## src/rtl/sort4_ctrl.sv

```systemverilog
// Batch sorter: loads N 4-bit values, bubble-sorts them through one shared
// greater-than comparator (one compare-and-swap per clock), then streams them out.
module sort4_ctrl #(
  parameter int N = 4
) (
  input  logic       clk,
  input  logic       rst_n,
  input  logic       in_valid,
  output logic       in_ready,
  input  logic [3:0] in_data,
  output logic       out_valid,
  input  logic       out_ready,
  output logic [3:0] out_data,
  output logic       out_last,
  output logic       busy
);

  localparam int IW = $clog2(N);
  localparam logic [IW-1:0] LAST_IDX = IW'(N - 1);
  localparam logic [IW-1:0] LAST_P   = IW'(N - 2);

  typedef enum logic [1:0] {
    S_LOAD,
    S_SORT,
    S_OUT
  } state_t;

  state_t        state_q;
  logic [IW-1:0] k_q;
  logic [IW-1:0] p_q;
  logic [IW-1:0] j_q;
  logic [3:0]    buf_q [N];

  logic [IW-1:0] j1_d;
  logic          swap_d;
  logic          pass_end_d;

  // Shared comparator and bubble-pass schedule decode
  always_comb begin
    j1_d       = j_q + 1'b1;
    swap_d     = buf_q[j_q] > buf_q[j1_d];
    pass_end_d = (j_q >= (LAST_P - p_q));
  end

  always_ff @(posedge clk or negedge rst_n) begin
    if (!rst_n) begin
      state_q <= S_LOAD;
      k_q     <= '0;
      p_q     <= '0;
      j_q     <= '0;
      buf_q   <= '{default: '0};
    end else begin
      case (state_q)
        S_LOAD: begin
          if (in_valid) begin
            buf_q[k_q] <= in_data;
            if (k_q == LAST_IDX) begin
              state_q <= S_SORT;
              k_q     <= '0;
              p_q     <= '0;
              j_q     <= '0;
            end else begin
              k_q <= k_q + 1'b1;
            end
          end
        end
        S_SORT: begin
          if (swap_d) begin
            buf_q[j_q]  <= buf_q[j1_d];
            buf_q[j1_d] <= buf_q[j_q];
          end
          if (!pass_end_d) begin
            j_q <= j1_d;
          end else begin
            j_q <= '0;
            if (p_q == LAST_P) begin
              state_q <= S_OUT;
              k_q     <= '0;
              p_q     <= '0;
            end else begin
              p_q <= p_q + 1'b1;
            end
          end
        end
        S_OUT: begin
          if (out_ready) begin
            if (k_q == LAST_IDX) begin
              state_q <= S_LOAD;
              k_q     <= '0;
            end else begin
              k_q <= k_q + 1'b1;
            end
          end
        end
        default: state_q <= S_LOAD;
      endcase
    end
  end

  // Handshake outputs depend only on registered state, never on in_valid/out_ready
  assign in_ready  = (state_q == S_LOAD);
  assign out_valid = (state_q == S_OUT);
  assign busy      = (state_q != S_LOAD);
  assign out_last  = (state_q == S_OUT) && (k_q == LAST_IDX);
  assign out_data  = (state_q == S_OUT) ? buf_q[k_q] : 4'h0;

endmodule

```

## config.mk

```make
export PLATFORM = sky130hd
export DESIGN_NAME = sort4_ctrl
export DESIGN_NICKNAME = d
export VERILOG_FILES = /design/src/rtl/sort4_ctrl.sv
export SDC_FILE = /design/constraint.sdc
export NUM_CORES = 1
export LEC_CHECK = 0
export CORE_MARGIN = 2
export CORE_UTILIZATION = 30
export DETAILED_ROUTE_END_ITERATION = 8
export MAX_ROUTING_LAYER = met4
export PLACE_DENSITY = 0.52
export RECOVER_POWER = 100
export SETUP_SLACK_MARGIN = 0.1
export SKIP_CTS_REPAIR_TIMING = 1
export SYNTH_ARGS = -nofsm -noshare
export SYNTH_HDL_FRONTEND = slang
export SYNTH_SLANG_ARGS = --single-unit
```

## constraint.sdc

```tcl
create_clock -name clk -period 7.1 [get_ports clk]
set_clock_uncertainty 0.05 [all_clocks]
set_input_delay 1.065 -clock clk [delete_from_list [all_inputs] [get_ports clk]]
set_output_delay 1.065 -clock clk [all_outputs]
set_load 0.02 [all_outputs]
```

==> results of run 1 <==
## per-stage QoR
step                      instances  worst slack [ns]  hold slack, ns
final                           324             3.177          0.4943
after global routing            324             2.934          0.5389
after CTS                       324             3.366          0.5004
after detailed placement        320             3.382          0.4764
after global placement          320             3.403          0.4710
after floorplan                 217             3.892          0.4414
## final timing paths
check                                              to  slack (ns)  cells past startpoint
max in group asynchronous        buf_q[7]$_DFFE_PN0P_        4.59                      2
worst min register to register     p_q[1]$_DFFE_PN0P_        0.49                      1
min in group asynchronous       buf_q[10]$_DFFE_PN0P_        1.58                      2
worst max register to register   buf_q[3]$_DFFE_PN0P_        3.18                     10
worst max-delay path             buf_q[3]$_DFFE_PN0P_        3.18                     10
worst min-delay path               p_q[1]$_DFFE_PN0P_        0.49                      1
## cells in the final DEF, fill, tap and decap left out
cell              n
nand2b_1          5
clkdlybuf4s50_1   6
nand3_1           8
nor3b_1           4
nand4_1           1
a21o_1            1
o21ai_0           6
bufinv_16         1
nor2_1           18
a221oi_1          1
clkbuf_8          3
mux2_2           24
a32o_1           13
dlygate4sd3_1     9
dfrtp_1          24
clkbuf_1          1
nor2b_1           3
or2_2             1
a21oi_1           7
mux4_2            8
inv_1            10
a22oi_1           4
a221o_1          13
and2_1            5
o211ai_1          1
a211oi_1          1
nand2_1          19
ha_1             17
nor3_1            5
mux2i_1           1
a22o_1            5
## worst max-delay path: stages, from the launching register on
cell and delay, ns:
dfrtp_1 0.79, inv_1 0.21, ha_1 0.52, mux4_2 0.62
inv_1 0.08, ha_1 0.25, nand4_1 0.09, nand2_1 0.06
a22o_1 0.32, a21oi_1 0.42, mux2_2 0.39
## layer usage
| metal | global-route usage [%] | wire length (um) |
|---|---|---|
| met3 | 2.401 | 507 |
| met1 | 23.22 | 2590 |
| met4 | 5.970 | 210 |
| met5 | - | 0 |
| met2 | 25.32 | 2771 |
## synthesized netlist by cell type
cell / n
a211oi_1: 1
a21o_1: 1
a21oi_1: 3
a21oi_4: 4
a221o_1: 13
a221oi_1: 1
a22o_1: 4
a22o_2: 1
a22oi_1: 4
a32o_1: 13
and2_1: 5
buf_2: 6
buf_6: 1
clkbuf_1: 5
dfrtp_1: 24
ha_1: 17
inv_1: 10
mux2_2: 24
mux2i_1: 1
mux4_2: 8
nand2_1: 19
nand2b_1: 5
nand3_1: 8
nand4_1: 1
nor2_1: 18
nor2b_1: 3
nor3_1: 5
nor3b_1: 4
o211ai_1: 1
o21ai_0: 6
or2_2: 1
## registers in the layout (all words and copies together), names as in the netlist
name / flops
j_q: 2
state_q: 2
buf_q: 16
p_q: 2
k_q: 2
## cell families after synthesis
kind of cell	count (synthesis)
AND/OR/NAND/NOR	69
AO/OA/AOI/OAI	52
multiplexers	33
flip-flops	24
buffers and inverters	22
adder cells (fa/ha/maj)	17
## layout make-up
cell class,count,share of cell area (%)
Inverter,10,1.552
Multi-Input combinational cell,171,59.18
Tap cell,99,5.122
Clock inverter,1,1.242
Sequential cell,24,24.83
Clock buffer,3,1.707
Timing Repair Buffer,16,6.363
## power by group
group	total (mW)	switching [mW]	internal (mW)
combinational	0.694	0.374	0.319
clock	0.127	0.0510	0.0755
sequential	0.294	0.104	0.191
==> impl_metrics.json, run 1 <==
{
  "drc_errors": 0,
  "rr_startpoint": "j_q[0]$_DFFE_PN0P_",
  "syn_inst": 217,
  "start_util_pct": 30.49,
  "root_buffer": "clkbuf_8",
  "hp-class": "reg2reg",
  "num_antenna_cells": 0,
  "wl_per_cell_um": 18.77,
  "fin_crit_sh_pct": 55.25,
  "globalplace.congestion": 0.9547,
  "io_pins": 16,
  "hp-start": "p_q[1]$_DFFE_PN0P_",
  "dp_hpwl_um": 4635,
  "drv_slew": 0,
  "multi_input_area_um2": 1431,
  "fillCellCount": 745,
  "grt_max_degree": 27,
  "worstSkewPairLatency_ns": 0.28,
  "synth_area_leaders": "dfrtp_1 (28%), mux2_2 (12%), ha_1 (9.8%)",
  "synth_top_family_by_area": "compound AO/OA/AOI/OAI gates",
  "worstPathArrival_ns": 4.04,
  "drv_cap": 0,
  "regArea_um2": 600.6,
  "die_h_um": 89.17,
  "fp-row-count": 31,
  "core_um2": 7137,
  "grt_first_pass_wirelength_um": 9825,
  "relSlewSlack_pct": 5.956,
  "cp-start-kind": "flip-flop",
  "areaGrowthSynthToFinish_pct": 11.16,
  "synth-xor-area-share_pct": 0,
  "antenna_found_initial": 0,
  "grt-ovfl-total": 0,
  "leakage_nw": 1.019,
  "startpoint": "j_q[0]$_DFFE_PN0P_",
  "ant_nets": 0,
  "grt_pass1_vias": 1765,
  "irDropWorstVdd_mv": 0.1172,
  "synth.mux.area_fraction_pct": 21.16,
  "rsz0062_at_grt": "false",
  "synth-compound-area-share_pct": 21.91,
  "synth_top_area_cell": "dfrtp_1",
  "routed_wl_um": 6081,
  "numCtsBuffers": 3,
  "fin_crit_ns": 3.923,
  "synth.top_cell.area_share_pct": 27.60,
  "critPathMaxFanout": 17,
  "finalHoldViolCount": 0,
  "clk_path_buf_depth": 2,
  "cts_sinks": 24,
  "synth_area_um2": 2176,
  "status": "complete, no violations",
  "portBuffers": 15,
  "dieArea_um2": 7950,
  "synth-seq-cells": 24,
  "finalCoreUtilization_pct": 33.89,
  "power_density_nw_per_um2": 460.8,
  "vias": 1846,
  "firstDrtPassIters": 4,
  "final_area_um2": 2419,
  "grt_usage_pct": 16.88,
  "clk_pin_slew_ns": 0.10,
  "total_power_mw": 1.114,
  "cts_tree": "yes",
  "required_ns": 7.22,
  "worst_slew_pin_slew_ns": 1.411,
  "yosysWarnings": 0,
  "fmax_ghz": 0.2549,
  "fp.dieW_um": 89.17,
  "crit_type": "reg2reg",
  "ys_seq_area_share_pct": 27.60,
  "vias_per_cell": 5.698,
  "endpoint_kind": "flip-flop",
  "setup_violations": 0,
  "yosys.area_share.adder_pct": 9.776,
  "drtIter0Drc": 221,
  "syn-num-nets": 242,
  "ys_types": 31,
  "synth_area_per_cell_um2": 10.03,
  "final_nets": 251,
  "setup_tns_ns": 0,
  "synth-simple-area-share_pct": 15.07,
  "place_area_um2": 2397,
  "drive_gt1_share_pct": 16.44,
  "htree_levels": 1
}
(Power assumes the default switching activity.)
==> run 2, diff against run 1 <==
- clock period: 7.1 -> 3.85 ns (I/O delays scaled with it)
==> run 2 against run 1 <==
- sequential cell count is the same
- non-clock buffer count grew 2
- utilization grew 0.84 points
- die area unchanged
- register-to-register slack got worse by 2.6 ns
- via count increased by 1.2%
- sequential power increased by 70%
- largest power group unchanged
- setup slack lost 2.6 ns
- combinational power increased by 100%
- power up 93%
==> impl_metrics.json, run 2 (synthesized netlist as in run 1, its figures left out) <==
{
  "power_density_nw_per_um2": 865.7,
  "grt_usage_pct": 16.13,
  "fp-row-count": 31,
  "final_nets": 253,
  "cp_slowest_stage_delay_ns": 0.63,
  "drc_errors": 0,
  "fillCellCount": 742,
  "path_cells": "inv_1 -> ha_1 -> mux4_2 -> inv_1 -> ha_1 -> nand4_1 -> nand2_1 -> a22o_1 -> a21oi_4 -> mux2_2",
  "crit_family": "multiplexers",
  "fp.dieW_um": 89.17,
  "clk_pin_slew_ns": 0.09,
  "relSlewSlack_pct": 12.12,
  "slowest_stage": "mux4_2",
  "antenna_found_initial": 0,
  "setup_violations": 0,
  "timing.final.ws_setup_ns": 0.5700,
  "rr_startpoint": "j_q[1]$_DFFE_PN0P_",
  "critPathMaxFanout": 6,
  "portBuffers": 15,
  "finalHoldViolCount": 0,
  "vias_per_cell": 5.730,
  "fin_crit_ns": 3.280,
  "worstSkewPairLatency_ns": 0.28,
  "worstPathArrival_ns": 3.40,
  "critical_path.endpoint": "buf_q[15]$_DFFE_PN0P_",
  "cts_sinks": 24,
  "reg2regPathDepth": 10,
  "leakage_nw": 1.032,
  "cp-start-kind": "flip-flop",
  "grt_max_degree": 27,
  "setup_tns_ns": 0,
  "areaGrowthSynthToFinish_pct": 13.92,
  "die_h_um": 89.17,
  "regArea_um2": 600.6,
  "worst_slew_pin_slew_ns": 1.318,
  "crit_buf_inv": 2,
  "endpoint_kind": "flip-flop",
  "regMostFlops": "buf_q",
  "fin_crit_sh_pct": 85.19,
  "dp_slack_ns": 0.6188,
  "startpoint": "j_q[1]$_DFFE_PN0P_",
  "io_pins": 16,
  "vias": 1868,
  "layout_common_cells": "mux2_2 (24), dfrtp_1 (24), nand2_1 (19), nor2_1 (18), ha_1 (17)",
  "grt-ovfl-total": 0,
  "total_power_mw": 2.146,
  "irDropWorstVdd_mv": 0.2872,
  "fmax_ghz": 0.3049,
  "largest_register_ffs": 16,
  "path_depth": 10,
  "start_util_pct": 30.49,
  "drv_slew": 0,
  "drtIter0Drc": 233,
  "finalCoreUtilization_pct": 34.73,
  "cts_tree": "yes",
  "grt_pass1_vias": 1700,
  "numCtsBuffers": 3,
  "r2r_setup_slack_ns": 0.57,
  "rsz0062_at_grt": "false",
  "grt_first_pass_wirelength_um": 9404,
  "wl_per_cell_um": 18.39,
  "required_ns": 3.97,
  "htree_levels": 1,
  "hp-class": "reg2reg",
  "clk_path_buf_depth": 2,
  "globalplace.congestion": 0.9111,
  "drive_gt1_share_pct": 18.94,
  "r2r-end": "buf_q[15]$_DFFE_PN0P_",
  "dp_hpwl_um": 4418,
  "dieArea_um2": 7950,
  "firstDrtPassIters": 5,
  "num_antenna_cells": 0,
  "root_buffer": "clkbuf_8",
  "crit_type": "reg2reg",
  "multi_input_area_um2": 1476,
  "status": "complete, no violations",
  "drv_cap": 0,
  "ant_nets": 0,
  "hold_ws_ns": 0.4966,
  "routed_wl_um": 5994,
  "core_um2": 7137
}
-- run 2: changes by cell type in the layout (fill, tap and decap cells not counted), sizes merged --
cell / previous run / this run
buf: 0 / 2
-- run 2: worst min path at each step --
stage	from	to	slack, ns	cells past startpoint
3_3_place_gp	p_q[1]$_DFFE_PN0P_	p_q[1]$_DFFE_PN0P_	0.47	1
4_1_cts	p_q[1]$_DFFE_PN0P_	p_q[1]$_DFFE_PN0P_	0.49	1
5_1_grt	p_q[1]$_DFFE_PN0P_	p_q[1]$_DFFE_PN0P_	0.51	1
2_1_floorplan	rst_n	buf_q[0]$_DFFE_PN0P_	0.23	0
3_5_place_dp	p_q[1]$_DFFE_PN0P_	p_q[1]$_DFFE_PN0P_	0.47	1
6_report	p_q[1]$_DFFE_PN0P_	p_q[1]$_DFFE_PN0P_	0.50	1
-- run 2: through the flow --
step | instance area (um2) | std cells
2_1_floorplan | 2176 | 217
3_3_place_gp | 2412 | 322
3_5_place_dp | 2412 | 322
4_1_cts | 2484 | 326
5_1_grt | 2479 | 326
6_report | 2479 | 326
-- run 2: metal layers --
| metal | share of wire, % | global-route usage [%] | up-vias | routed length [um] |
|---|---|---|---|---|
| met5 | 0 | - | - | 0 |
| li1 | - | - | 854 | - |
| met4 | 1.5 | 4.206 | 0 | 92 |
| met3 | 5.4 | 2.401 | 12 | 326 |
| met2 | 46 | 24.44 | 86 | 2781 |
| met1 | 47 | 22.55 | 916 | 2794 |
-- run 2: report_power, final --
part	switching (mW)	internal (mW)	total (mW)
Combinational	0.791	0.623	1.41
Clock	0.0914	0.139	0.231
Sequential	0.149	0.352	0.501
Total	1.03	1.11	2.15
-- run 2: cell type report --
class	count	share of cell area, %
Timing Repair Buffer	18	6.815
Clock inverter	1	1.212
Sequential cell	24	24.23
Inverter	10	1.514
Multi-Input combinational cell	171	59.57
Tap cell	99	4.997
Clock buffer	3	1.666
==> run 3, diff against run 2 <==
- clock period: 3.85 -> 3.2 ns (I/O delays scaled with it)
==> run 3 against run 2 <==
- utilization rose by 0.61 points
- fmax up 12%
- count of clock-buffer cells in the layout unchanged
- routed wire length down 2.2%
- setup slack got worse by 0.30 ns
- register-to-register slack got worse by 0.30 ns
- hold slack got worse by 0.0018 ns
- sequential power rose by 22%
- global-route usage decreased by 0.16 points
- critical path depth stayed put
- clock power grew 20%
- power up 23%
- critical endpoint is now buf_q[5]$_DFFE_PN0P_
- largest cell class unchanged
- largest power group unchanged
- highest routed layer unchanged
==> impl_metrics.json, run 3 (synthesized netlist as in run 1, its figures left out) <==
{
  "status": "complete, no violations",
  "finalHoldViolCount": 0,
  "portBuffers": 15,
  "power_density_nw_per_um2": 1049,
  "io_pins": 16,
  "grt-ovfl-total": 0,
  "routed_wl_um": 5865,
  "endpoint_kind": "flip-flop",
  "antenna_found_initial": 0,
  "firstDrtPassIters": 4,
  "hold_ws_ns": 0.4947,
  "grt_pass1_vias": 1695,
  "layout_common_cells": "mux2_2 (24), dfrtp_1 (24), nand2_1 (19), nor2_1 (18), ha_1 (16)",
  "finalCoreUtilization_pct": 35.34,
  "fin_crit_ns": 2.930,
  "worst_slew_pin_slew_ns": 1.421,
  "grt_max_degree": 25,
  "fmax_ghz": 0.3413,
  "wl_per_cell_um": 17.77,
  "htree_levels": 1,
  "setup_tns_ns": 0,
  "regArea_um2": 600.6,
  "dp_hpwl_um": 4511,
  "fin_crit_sh_pct": 91.56,
  "ant_nets": 0,
  "drtIter0Drc": 255,
  "grt_first_pass_wirelength_um": 9370,
  "cp-start-kind": "flip-flop",
  "rsz0062_at_grt": "false",
  "hp-class": "reg2reg",
  "vias_per_cell": 5.488,
  "largest_register_ffs": 16,
  "worstSkewPairLatency_ns": 0.27,
  "dieArea_um2": 7950,
  "grt_usage_pct": 15.98,
  "worstPathArrival_ns": 3.05,
  "numCtsBuffers": 3,
  "drv_cap": 0,
  "dp.cells": 326,
  "vias": 1811,
  "relSlewSlack_pct": 5.235,
  "required_ns": 3.32,
  "start_util_pct": 30.49,
  "fillCellCount": 735,
  "fp.dieW_um": 89.17,
  "irDropWorstVdd_mv": 0.2793,
  "die_h_um": 89.17,
  "areaGrowthSynthToFinish_pct": 15.93,
  "leakage_nw": 1.054,
  "multi_input_area_um2": 1490,
  "clk_pin_slew_ns": 0.10,
  "fin_cells": 330,
  "drv_slew": 0,
  "root_buffer": "clkbuf_8",
  "regMostFlops": "buf_q",
  "clk_path_buf_depth": 2,
  "critPathMaxFanout": 5,
  "crit_type": "reg2reg",
  "drive_gt1_share_pct": 21.21,
  "fp-row-count": 31,
  "cts_tree": "yes",
  "globalplace.congestion": 0.9539,
  "cts_sinks": 24,
  "num_antenna_cells": 0,
  "core_um2": 7137,
  "drc_errors": 0,
  "final_nets": 257,
  "setup_violations": 0
}
[run 3: cell count changes in the layout (fill, tap and decap cells not counted)]
| cell | previous run | this run |
|---|---|---|
| a21oi_2 | 0 | 1 |
| a21oi_4 | 4 | 3 |
| a22o_1 | 5 | 4 |
| a22o_4 | 0 | 1 |
| buf_4 | 2 | 6 |
| ha_1 | 17 | 16 |
| ha_4 | 0 | 1 |
[run 3: path summary, 6_finish.rpt]
path | startpoint | to | slack, ns | cells past startpoint
min in group asynchronous | rst_n | buf_q[9]$_DFFE_PN0P_ | 1.01 | 2
worst max register to register | j_q[0]$_DFFE_PN0P_ | buf_q[5]$_DFFE_PN0P_ | 0.27 | 10
max in group asynchronous | rst_n | p_q[0]$_DFFE_PN0P_ | 1.26 | 2
worst min-delay path | p_q[1]$_DFFE_PN0P_ | p_q[1]$_DFFE_PN0P_ | 0.49 | 1
worst max-delay path | j_q[0]$_DFFE_PN0P_ | buf_q[5]$_DFFE_PN0P_ | 0.27 | 10
worst min register to register | p_q[1]$_DFFE_PN0P_ | p_q[1]$_DFFE_PN0P_ | 0.49 | 1
[run 3: stage by stage]
step                cell area, um2  power, mW  worst slack (ns)
floorplan                     2187      1.942            0.1042
global placement              2450      2.379            0.1759
detailed placement            2450      2.359            0.1444
CTS                           2521      2.646            0.1264
global route                  2522      2.855           0.07524
finish                        2522      2.646            0.2700
[run 3: final cells by class]
cell class,instances,share of cell area [%]
clock inverter,1,1.190
timing repair buffer,22,7.887
clock buffer,3,1.637
sequential,24,23.81
inverter,10,1.488
multi-input combinational,171,59.08
tap,99,4.911
[run 3: metal layers]
layer	share of wire (%)	vias to the layer above	track usage (%)	routed length [um]
li1	-	853	-	-
met1	45	875	23.06	2655
met2	46	77	24.65	2724
met3	7.3	6	1.385	426
met4	0.99	0	2.985	58
met5	0	-	-	0
[run 3: worst max-delay path: stages, from the launching register on]
cell and delay, ns:
dfrtp_1 0.35, inv_1 0.10, ha_4 0.33, mux4_2 0.58, inv_1 0.08, ha_1 0.25
nand4_1 0.08, nand2_1 0.07, a22o_4 0.34, a21oi_2 0.23, mux2_2 0.37
[run 3: where the power goes]
part           switching (mW)  leakage, nW  internal [mW]
Sequential              0.185        0.320          0.424
Combinational           0.942        0.699          0.817
Clock                   0.111       0.0357          0.167
